File: config.mk
export PLATFORM = sky130hd
export DESIGN_NAME = audio_dc_block_flat
export DESIGN_NICKNAME = d
export VERILOG_FILES = /design/src/rtl/audio_dc_block_if.sv /design/src/rtl/audio_dc_block.sv /design/src/flat_wrapper.sv
export SDC_FILE = /design/constraint.sdc
export NUM_CORES = 1
export LEC_CHECK = 0
export ABC_AREA = 1
export CAP_MARGIN = 20
export CELL_PAD_IN_SITES_DETAIL_PLACEMENT = 0
export CELL_PAD_IN_SITES_GLOBAL_PLACEMENT = 1
export CORE_ASPECT_RATIO = 1.2
export CORE_UTILIZATION = 45
export CTS_BUF_LIST = sky130_fd_sc_hd__clkbuf_8 sky130_fd_sc_hd__clkbuf_16
export CTS_CLUSTER_SIZE = 28
export DETAILED_ROUTE_END_ITERATION = 6
export GPL_TIMING_DRIVEN = 0
export PLACE_DENSITY_LB_ADDON = 0.12
export SLEW_MARGIN = 5
export SYNTH_ARGS = -nofsm -noshare
export SYNTH_HDL_FRONTEND = slang
export SYNTH_SLANG_ARGS = --single-unit
File: constraint.sdc
create_clock -name clk_sys -period 13.3 [get_ports clk_sys]
set_input_delay 2.66 -clock clk_sys [delete_from_list [all_inputs] [get_ports clk_sys]]
set_output_delay 2.66 -clock clk_sys [all_outputs]
set_load 0.1 [all_outputs]
File: src/rtl/audio_dc_block_if.sv
// audio_dc_block_if
//   Groups the audio data, bypass control and sample/clip status of the
//   stereo DC-blocking filter.
//   audio_l_i / audio_r_i : 12-bit unsigned offset-binary inputs (0x800 = silence)
//   bypass_i              : 1 = pass inputs through unfiltered
//   audio_l_o / audio_r_o : 12-bit unsigned offset-binary filtered outputs
//   sample_o              : one-cycle pulse when both outputs update
//   clip_o                : either channel saturated in the last sample
//   slave  : the filter side; master : the producer/consumer side.
interface audio_dc_block_if;
  logic [11:0] audio_l_i;
  logic [11:0] audio_r_i;
  logic        bypass_i;
  logic [11:0] audio_l_o;
  logic [11:0] audio_r_o;
  logic        sample_o;
  logic        clip_o;

  modport slave (
    input  audio_l_i, audio_r_i, bypass_i,
    output audio_l_o, audio_r_o, sample_o, clip_o
  );

  modport master (
    output audio_l_i, audio_r_i, bypass_i,
    input  audio_l_o, audio_r_o, sample_o, clip_o
  );
endinterface

File: src/rtl/audio_dc_block.sv
// audio_dc_block
//   Stereo DC-blocking high-pass filter with output saturation. Inputs are
//   sampled once every CE_DIV clocks; one shared arithmetic path processes the
//   left channel, then the right, and both outputs update together.
//   Ports:
//     clk_sys  : system clock
//     reset_n  : asynchronous active-low reset
//     aud      : audio_dc_block_if.slave (audio in/out, bypass, sample/clip)
//   Parameters:
//     CE_DIV   : clocks per sample strobe (>= 4)
//     K        : pole shift, y -= y >>> K per sample (4..12)
module audio_dc_block #(
  parameter int unsigned CE_DIV = 583,
  parameter int unsigned K      = 8
) (
  input  logic            clk_sys,
  input  logic            reset_n,
  audio_dc_block_if.slave aud
);

  localparam int unsigned ACC_W = 14 + K;
  localparam int unsigned CNT_W = $clog2(CE_DIV);
  localparam logic [CNT_W-1:0]        CNT_LAST = CNT_W'(CE_DIV - 1);
  localparam logic signed [ACC_W-1:0] Y_MAX    = ACC_W'(2047);
  localparam logic signed [ACC_W-1:0] Y_MIN    = ACC_W'(-2048);

  typedef enum logic [1:0] {
    IDLE,
    CALC_L,
    CALC_R,
    OUT
  } state_t;

  state_t state_q, state_d;

  logic [CNT_W-1:0] cnt_q, cnt_d;
  logic             strobe;

  logic [11:0] cap_l_q, cap_r_q;
  logic        cap_byp_q;

  logic signed [11:0]      xprev_l_q, xprev_r_q;
  logic signed [ACC_W-1:0] acc_l_q, acc_r_q;

  // Left result is parked here so both outputs can change on the same edge.
  logic [11:0] stage_l_q;
  logic        clip_l_q;

  logic [11:0] out_l_q, out_r_q;
  logic        sample_q, clip_q;

  logic cap_en, ld_l, ld_r;

  logic                    sel_r;
  logic [11:0]             x_raw;
  logic signed [11:0]      x_s, x_prev;
  logic signed [12:0]      d;
  logic signed [ACC_W-1:0] acc, d_sh, acc_new, y_full, y_sat;
  logic [11:0]             ch_out;
  logic                    ch_clip;

  // Sample-rate divider
  always_comb begin
    strobe = (cnt_q == CNT_LAST);
    cnt_d  = strobe ? '0 : cnt_q + 1'b1;
  end

  // FSM next state and per-state enables
  always_comb begin
    state_d = state_q;
    cap_en  = 1'b0;
    ld_l    = 1'b0;
    ld_r    = 1'b0;
    unique case (state_q)
      IDLE: begin
        if (strobe) begin
          cap_en  = 1'b1;
          state_d = CALC_L;
        end
      end
      CALC_L: begin
        ld_l    = 1'b1;
        state_d = CALC_R;
      end
      CALC_R: begin
        ld_r    = 1'b1;
        state_d = OUT;
      end
      OUT: state_d = IDLE;
      default: state_d = IDLE;
    endcase
  end

  // Shared per-channel datapath, steered by the current CALC state
  always_comb begin
    sel_r  = (state_q == CALC_R);
    x_raw  = sel_r ? cap_r_q   : cap_l_q;
    x_prev = sel_r ? xprev_r_q : xprev_l_q;
    acc    = sel_r ? acc_r_q   : acc_l_q;

    x_s     = {~x_raw[11], x_raw[10:0]};
    d       = {x_s[11], x_s} - {x_prev[11], x_prev};
    d_sh    = {{(ACC_W-13){d[12]}}, d} <<< K;
    acc_new = acc + d_sh - (acc >>> K);
    y_full  = acc_new >>> K;

    y_sat   = y_full;
    ch_clip = 1'b0;
    if (y_full > Y_MAX) begin
      y_sat   = Y_MAX;
      ch_clip = 1'b1;
    end else if (y_full < Y_MIN) begin
      y_sat   = Y_MIN;
      ch_clip = 1'b1;
    end

    // Bypass only replaces the output; filter state still advances.
    if (cap_byp_q) begin
      ch_out  = x_raw;
      ch_clip = 1'b0;
    end else begin
      ch_out  = {~y_sat[11], y_sat[10:0]};
    end
  end

  always_ff @(posedge clk_sys or negedge reset_n) begin
    if (!reset_n) begin
      state_q   <= IDLE;
      cnt_q     <= '0;
      cap_l_q   <= 12'h800;
      cap_r_q   <= 12'h800;
      cap_byp_q <= 1'b0;
      xprev_l_q <= '0;
      xprev_r_q <= '0;
      acc_l_q   <= '0;
      acc_r_q   <= '0;
      stage_l_q <= 12'h800;
      clip_l_q  <= 1'b0;
      out_l_q   <= 12'h800;
      out_r_q   <= 12'h800;
      sample_q  <= 1'b0;
      clip_q    <= 1'b0;
    end else begin
      state_q  <= state_d;
      cnt_q    <= cnt_d;
      sample_q <= ld_r;
      if (cap_en) begin
        cap_l_q   <= aud.audio_l_i;
        cap_r_q   <= aud.audio_r_i;
        cap_byp_q <= aud.bypass_i;
      end
      if (ld_l) begin
        xprev_l_q <= x_s;
        acc_l_q   <= acc_new;
        stage_l_q <= ch_out;
        clip_l_q  <= ch_clip;
      end
      // Outputs load on the CALC_R->OUT edge so they are valid during OUT,
      // three cycles after the strobe.
      if (ld_r) begin
        xprev_r_q <= x_s;
        acc_r_q   <= acc_new;
        out_l_q   <= stage_l_q;
        out_r_q   <= ch_out;
        clip_q    <= clip_l_q | ch_clip;
      end
    end
  end

  assign aud.audio_l_o = out_l_q;
  assign aud.audio_r_o = out_r_q;
  assign aud.sample_o  = sample_q;
  assign aud.clip_o    = clip_q;

endmodule

File: src/flat_wrapper.sv
// flat-port wrapper written by rule: the top's interface ports become plain ports
module audio_dc_block_flat 
#(
  parameter int unsigned CE_DIV = 583,
  parameter int unsigned K      = 8
)
  (clk_sys, reset_n, aud_audio_l_i, aud_audio_r_i, aud_bypass_i, aud_audio_l_o, aud_audio_r_o, aud_sample_o, aud_clip_o);
  audio_dc_block_if aud_i ();
  input  logic clk_sys;
  input  logic reset_n;
  input wire logic [$bits(aud_i.audio_l_i)-1:0] aud_audio_l_i;
  input wire logic [$bits(aud_i.audio_r_i)-1:0] aud_audio_r_i;
  input wire logic [$bits(aud_i.bypass_i)-1:0] aud_bypass_i;
  output wire logic [$bits(aud_i.audio_l_o)-1:0] aud_audio_l_o;
  output wire logic [$bits(aud_i.audio_r_o)-1:0] aud_audio_r_o;
  output wire logic [$bits(aud_i.sample_o)-1:0] aud_sample_o;
  output wire logic [$bits(aud_i.clip_o)-1:0] aud_clip_o;
  assign aud_i.audio_l_i = aud_audio_l_i;
  assign aud_i.audio_r_i = aud_audio_r_i;
  assign aud_i.bypass_i = aud_bypass_i;
  assign aud_audio_l_o = aud_i.audio_l_o;
  assign aud_audio_r_o = aud_i.audio_r_o;
  assign aud_sample_o = aud_i.sample_o;
  assign aud_clip_o = aud_i.clip_o;
  audio_dc_block #(.CE_DIV(CE_DIV), .K(K)) u_core (.clk_sys(clk_sys), .reset_n(reset_n), .aud(aud_i));
endmodule
==> metrics.md <==
| Metric | Value |
|---|---|
| Number of filler instances in the final layout | `1826` |
| Post-CTS setup buffers | `0` |
| Synth warnings | `0` |
| Buffers & Inverters on Critical Path | `6` |
| Clock tree sinks | `144` |
| Ratio of final minimum period to clock period | `0.4970` |
| I/O Pins | `53` |
| Sum Neg Setup Slack | `0 ps` |
| Cells after synthesis | `1043` |
| Hold Path End | `u_core.aud.audio_l_o[11]` |
| Hold path start | `u_core.aud.audio_l_o[11]` |
| Number of port buffers | `52` |
| Worst Setup Slack, final | `6689 ps` |
| Core outline area | `0.01824 sq mm` |
| Pre-Repair DR Iteration Count | `4` |
| Number of nets in the layout | `1204` |
| Peak fanout along the critical path | `10` |
| Slew at the pin with the worst max-slew slack | `986.2 ps` |
| Placement-stage worst setup slack | `6737 ps` |
| Final-report hold violation count | `0` |
| Area fraction in and, or, nand and nor cells after synthesis | `0.2444` |
| Drt wl/cell | `16.36 microns` |
| GP Congestion | `0.8698` |
| Synthesized-area fraction occupied by ao, oa, aoi and oai cells | `0.08827` |
| Count of antenna-violating nets left after detailed routing | `0` |
| Number of max-cap violations | `0` |
| Instance count after placement with tap cells included | `1320` |
| Chip Width | `126.7 microns` |
| Floorplan die area | `0.01920 sq mm` |
| Number of cell instances on the worst register-to-register path | `32` |
| Resized Gates After CTS | `0` |
| Most frequent cell on the critical path | `sky130_fd_sc_hd__nand2_1` |
| Average via count per standard cell | `5.146` |
| FF-to-FF Start | `u_core.state_q[0]` |
| Pin count of the biggest net entering global routing | `93` |
| Cells on Worst Hold Path | `2` |
| Via Count | `6963` |
| Relative slew slack | `0.3405` |
| Data arrival time at the worst-slack endpoint | `6920 ps` |
| HPWL after detailed placement | `17060 microns` |
| Cts hold-fix bufs | `0` |
| Worst setup path category | `register to register` |
| Longest individual stage delay on the worst path | `520 ps` |
| Die Ht | `151.6 microns` |
| Fin Hold WS | `464.5 ps` |
| Sort of element at the start of the critical path | `register` |
| Vias in the first global route | `6755` |
| Total wire length after detailed routing | `22140 microns` |
| Share of flip-flops with an asynchronous set or reset after synthesis | `1.000` |
| Average cell area after synthesis | `8.046 sq um` |
| Worst VDD drop | `0.08429 mV` |
| Family with the most delay on the worst path | `buffers and inverters` |
| Number of enable-type register cells in the synthesized netlist | `0` |
| Maximum number of buffers from clock root to sink | `2` |
| Netlist cell types | `37` |
| Depth of the CTS H-tree | `4` |
| Layout-stage area growth over the synthesis result | `16.64%` |
| Pwr/cell area | `112.3 mW/mm^2` |
| Number of storage elements in the synthesis netlist | `144` |
| Register clock-pin slew on the reported worst setup and hold paths | `70 ps` |
| Post-synthesis adder-cell area fraction | `0.1044` |
| Insertion delay to the later sink of the worst-skew pair | `420 ps` |
| Skew final | `9.780 ps` |
| TritonCTS clock tree | `built` |
| Aggregate global-route resource usage | `0.2472` |
| Min Clock Period, post-route | `6611 ps` |
| Setup-failing EPs final | `0` |
| RSZ-0062 raised after global routing | `no` |
| Share of cells above drive strength 1 | `0.09123` |
| Endpoint required time on the critical path | `13610 ps` |
| Run status | `completed` |
| Static Leakage | `0.004852 uW` |
| Initial Util | `0.4600` |
| Proportion of synthesized area in mux cells | `0.03713` |
| Clock root buffer | `sky130_fd_sc_hd__clkbuf_16` |
| Slowest CP cell | `sky130_fd_sc_hd__clkbuf_1` |
| Non-Filler Instances | `1353` |
| Syn Std Cell Area | `0.008392 sq mm` |
| Diodes inserted | `0` |
| Kind of capture point of the worst setup path | `register` |
| Reg2reg setup slack | `6690 ps` |
| Row Count | `54` |
| Number of slew-limit violations in the final report | `0` |
| Main synth FF type | `sky130_fd_sc_hd__dfrtp_1` |
| Type of the most critical hold path | `register to register` |
| DR iter-0 viols | `401` |
| Initial antenna violation count | `0` |
| Drc violations | `0` |
| Combinational family with the most area after synthesis | `simple AND/OR/NAND/NOR gates` |
| Aggregate global routing overflow | `0` |
| Share of the synthesized netlist area taken by xor and xnor gates | `0.02818` |
| Number of nets in the synthesized netlist | `1131` |
| Clock buffer count from CTS | `17` |
| Critical register-to-register path endpoint | `u_core.aud.audio_r_o[3]` |
| Post-route total power | `1099 uW` |
| Global-route wire length before repair | `35720 microns` |
| Max Clk Rate | `151.3 MHz` |
| Share of synthesized area occupied by flip-flops and latches | `0.4301` |
-- report_power, final --
group | switching [uW] | internal [uW] | leakage [uW] | total, uW
Combinational | 132 | 65.9 | 0.00265 | 198
Sequential | 2.07 | 442 | 0.00193 | 444
Clock | 207 | 250 | 0.000270 | 457
Total | 341 | 758 | 0.00485 | 1100
-- worst reg2reg max path, delay by kind of cell, from the launching register on --
| family | cells | cell delay, ps |
|---|---|---|
| compound gates | 7 | 1270 |
| simple gates | 14 | 1400 |
| xor+xnor | 1 | 270 |
| fa+ha+maj | 4 | 1280 |
| buf+inv | 6 | 1880 |
| flops | 1 | 380 |
-- cell type report --
type	instances	area (sq um)	area share
clock inverters	14	122.6	0.01253
plain buffers	36	153.9	0.01572
inverters	110	412.9	0.04218
flip-flops and latches	144	3610	0.3688
well taps	224	280.3	0.02863
multi-input cells	753	4215	0.4307
clock buffers	18	439.2	0.04487
repair buffers	54	554.3	0.05663
-- per-layer routing --
metal,wire [microns],track usage
met5,0,0
met4,498,0.08274
met3,713,0.02914
met2,10830,0.4229
met1,10100,0.3278
-- Yosys cell counts (2+ instances only) --
| cell | count | area share |
|---|---|---|
| sky130_fd_sc_hd__nand2_1 | 363 | 0.16 |
| sky130_fd_sc_hd__dfrtp_1 | 139 | 0.41 |
| sky130_fd_sc_hd__inv_1 | 109 | 0.049 |
| sky130_fd_sc_hd__o21ai_0 | 93 | 0.055 |
| sky130_fd_sc_hd__nand3_1 | 48 | 0.029 |
| sky130_fd_sc_hd__ha_1 | 46 | 0.069 |
| sky130_fd_sc_hd__nor2_1 | 42 | 0.019 |
| sky130_fd_sc_hd__a21oi_1 | 31 | 0.018 |
| sky130_fd_sc_hd__clkbuf_1 | 27 | 0.012 |
| sky130_fd_sc_hd__mux2_2 | 25 | 0.034 |
| sky130_fd_sc_hd__xor2_1 | 21 | 0.022 |
| sky130_fd_sc_hd__nand2_2 | 16 | 0.012 |
| sky130_fd_sc_hd__fa_1 | 15 | 0.036 |
| sky130_fd_sc_hd__a31oi_1 | 6 | 0.0045 |
| sky130_fd_sc_hd__buf_2 | 6 | 0.0036 |
| sky130_fd_sc_hd__xnor2_1 | 6 | 0.0063 |
| sky130_fd_sc_hd__dfstp_2 | 5 | 0.016 |
| sky130_fd_sc_hd__nand3_2 | 5 | 0.0060 |
| sky130_fd_sc_hd__nand4_1 | 5 | 0.0037 |
| sky130_fd_sc_hd__nor3_1 | 5 | 0.0030 |
| sky130_fd_sc_hd__o21bai_1 | 5 | 0.0045 |
| sky130_fd_sc_hd__or2_2 | 4 | 0.0030 |
| sky130_fd_sc_hd__mux2i_1 | 3 | 0.0036 |
| sky130_fd_sc_hd__a21o_1 | 2 | 0.0018 |
| sky130_fd_sc_hd__and2_1 | 2 | 0.0015 |
| sky130_fd_sc_hd__nor2_2 | 2 | 0.0015 |
| sky130_fd_sc_hd__nor3b_1 | 2 | 0.0018 |
-- worst max path at each step --
stage                           start                       end  slack, ps  depth (start not counted)
global route        u_core.state_q[0]       u_core.stage_l_q[6]       6080                         33
finish              u_core.state_q[0]   u_core.aud.audio_r_o[3]       6690                         32
floorplan           u_core.state_q[0]  u_core.aud.audio_r_o[10]       8210                         33
CTS                 u_core.state_q[0]       u_core.stage_l_q[4]       6700                         33
global placement              reset_n   u_core.aud.audio_l_o[3]       3520                          1
detailed placement  u_core.state_q[0]       u_core.stage_l_q[4]       6740                         32
-- stage by stage --
stage	utilization	instance area [sq um]
2_1_floorplan	-	8392
3_3_place_gp	0.5039	9193
3_5_place_dp	0.5055	9221
4_1_cts	0.5363	9783
5_1_grt	0.5366	9788
6_report	0.5366	9788
-- cells by family (layout without fill, tap and decap cells) --
| group | count (synthesis) | after routing |
|---|---|---|
| xor+xnor | 27 | 27 |
| flops | 144 | 144 |
| compound gates | 141 | 141 |
| simple gates | 496 | 496 |
| fa+ha+maj | 61 | 61 |
| buf+inv | 146 | 232 |
| mux | 28 | 28 |
-- layout by cell type, fill, tap and decap left out, types with 3 or more instances in the layout --
cell                              synthesis  routed
sky130_fd_sc_hd__nand2_1                363     363
sky130_fd_sc_hd__dfrtp_1                139     139
sky130_fd_sc_hd__inv_1                  109     109
sky130_fd_sc_hd__o21ai_0                 93      93
sky130_fd_sc_hd__clkdlybuf4s50_1          0      51
sky130_fd_sc_hd__nand3_1                 48      48
sky130_fd_sc_hd__ha_1                    46      46
sky130_fd_sc_hd__nor2_1                  42      42
sky130_fd_sc_hd__a21oi_1                 31      31
sky130_fd_sc_hd__clkbuf_1                27      27
sky130_fd_sc_hd__mux2_2                  25      25
sky130_fd_sc_hd__xor2_1                  21      21
sky130_fd_sc_hd__clkbuf_16                0      17
sky130_fd_sc_hd__nand2_2                 16      16
sky130_fd_sc_hd__fa_1                    15      15
sky130_fd_sc_hd__a31oi_1                  6       6
sky130_fd_sc_hd__buf_2                    6       6
sky130_fd_sc_hd__xnor2_1                  6       6
sky130_fd_sc_hd__nand4_1                  5       5
sky130_fd_sc_hd__nor3_1                   5       5
sky130_fd_sc_hd__nand3_2                  5       5
sky130_fd_sc_hd__o21bai_1                 5       5
sky130_fd_sc_hd__inv_6                    0       5
sky130_fd_sc_hd__dfstp_2                  5       5
sky130_fd_sc_hd__or2_2                    4       4
sky130_fd_sc_hd__mux2i_1                  3       3
sky130_fd_sc_hd__clkinvlp_4               0       3
sky130_fd_sc_hd__inv_8                    0       3
-- state kept, by name, summed over array words and instances (netlist names), 2 cells and up --
name                  flops
u_core.aud.audio_r_o     12
u_core.acc_r_q           22
u_core.cap_l_q           12
u_core.xprev_r_q         12
u_core.stage_l_q         12
u_core.acc_l_q           22
u_core.state_q            2
u_core.cap_r_q           12
u_core.cnt_q             10
u_core.aud.audio_l_o     12
u_core.xprev_l_q         12
Note: power is estimated with default switching activity, not from simulation.
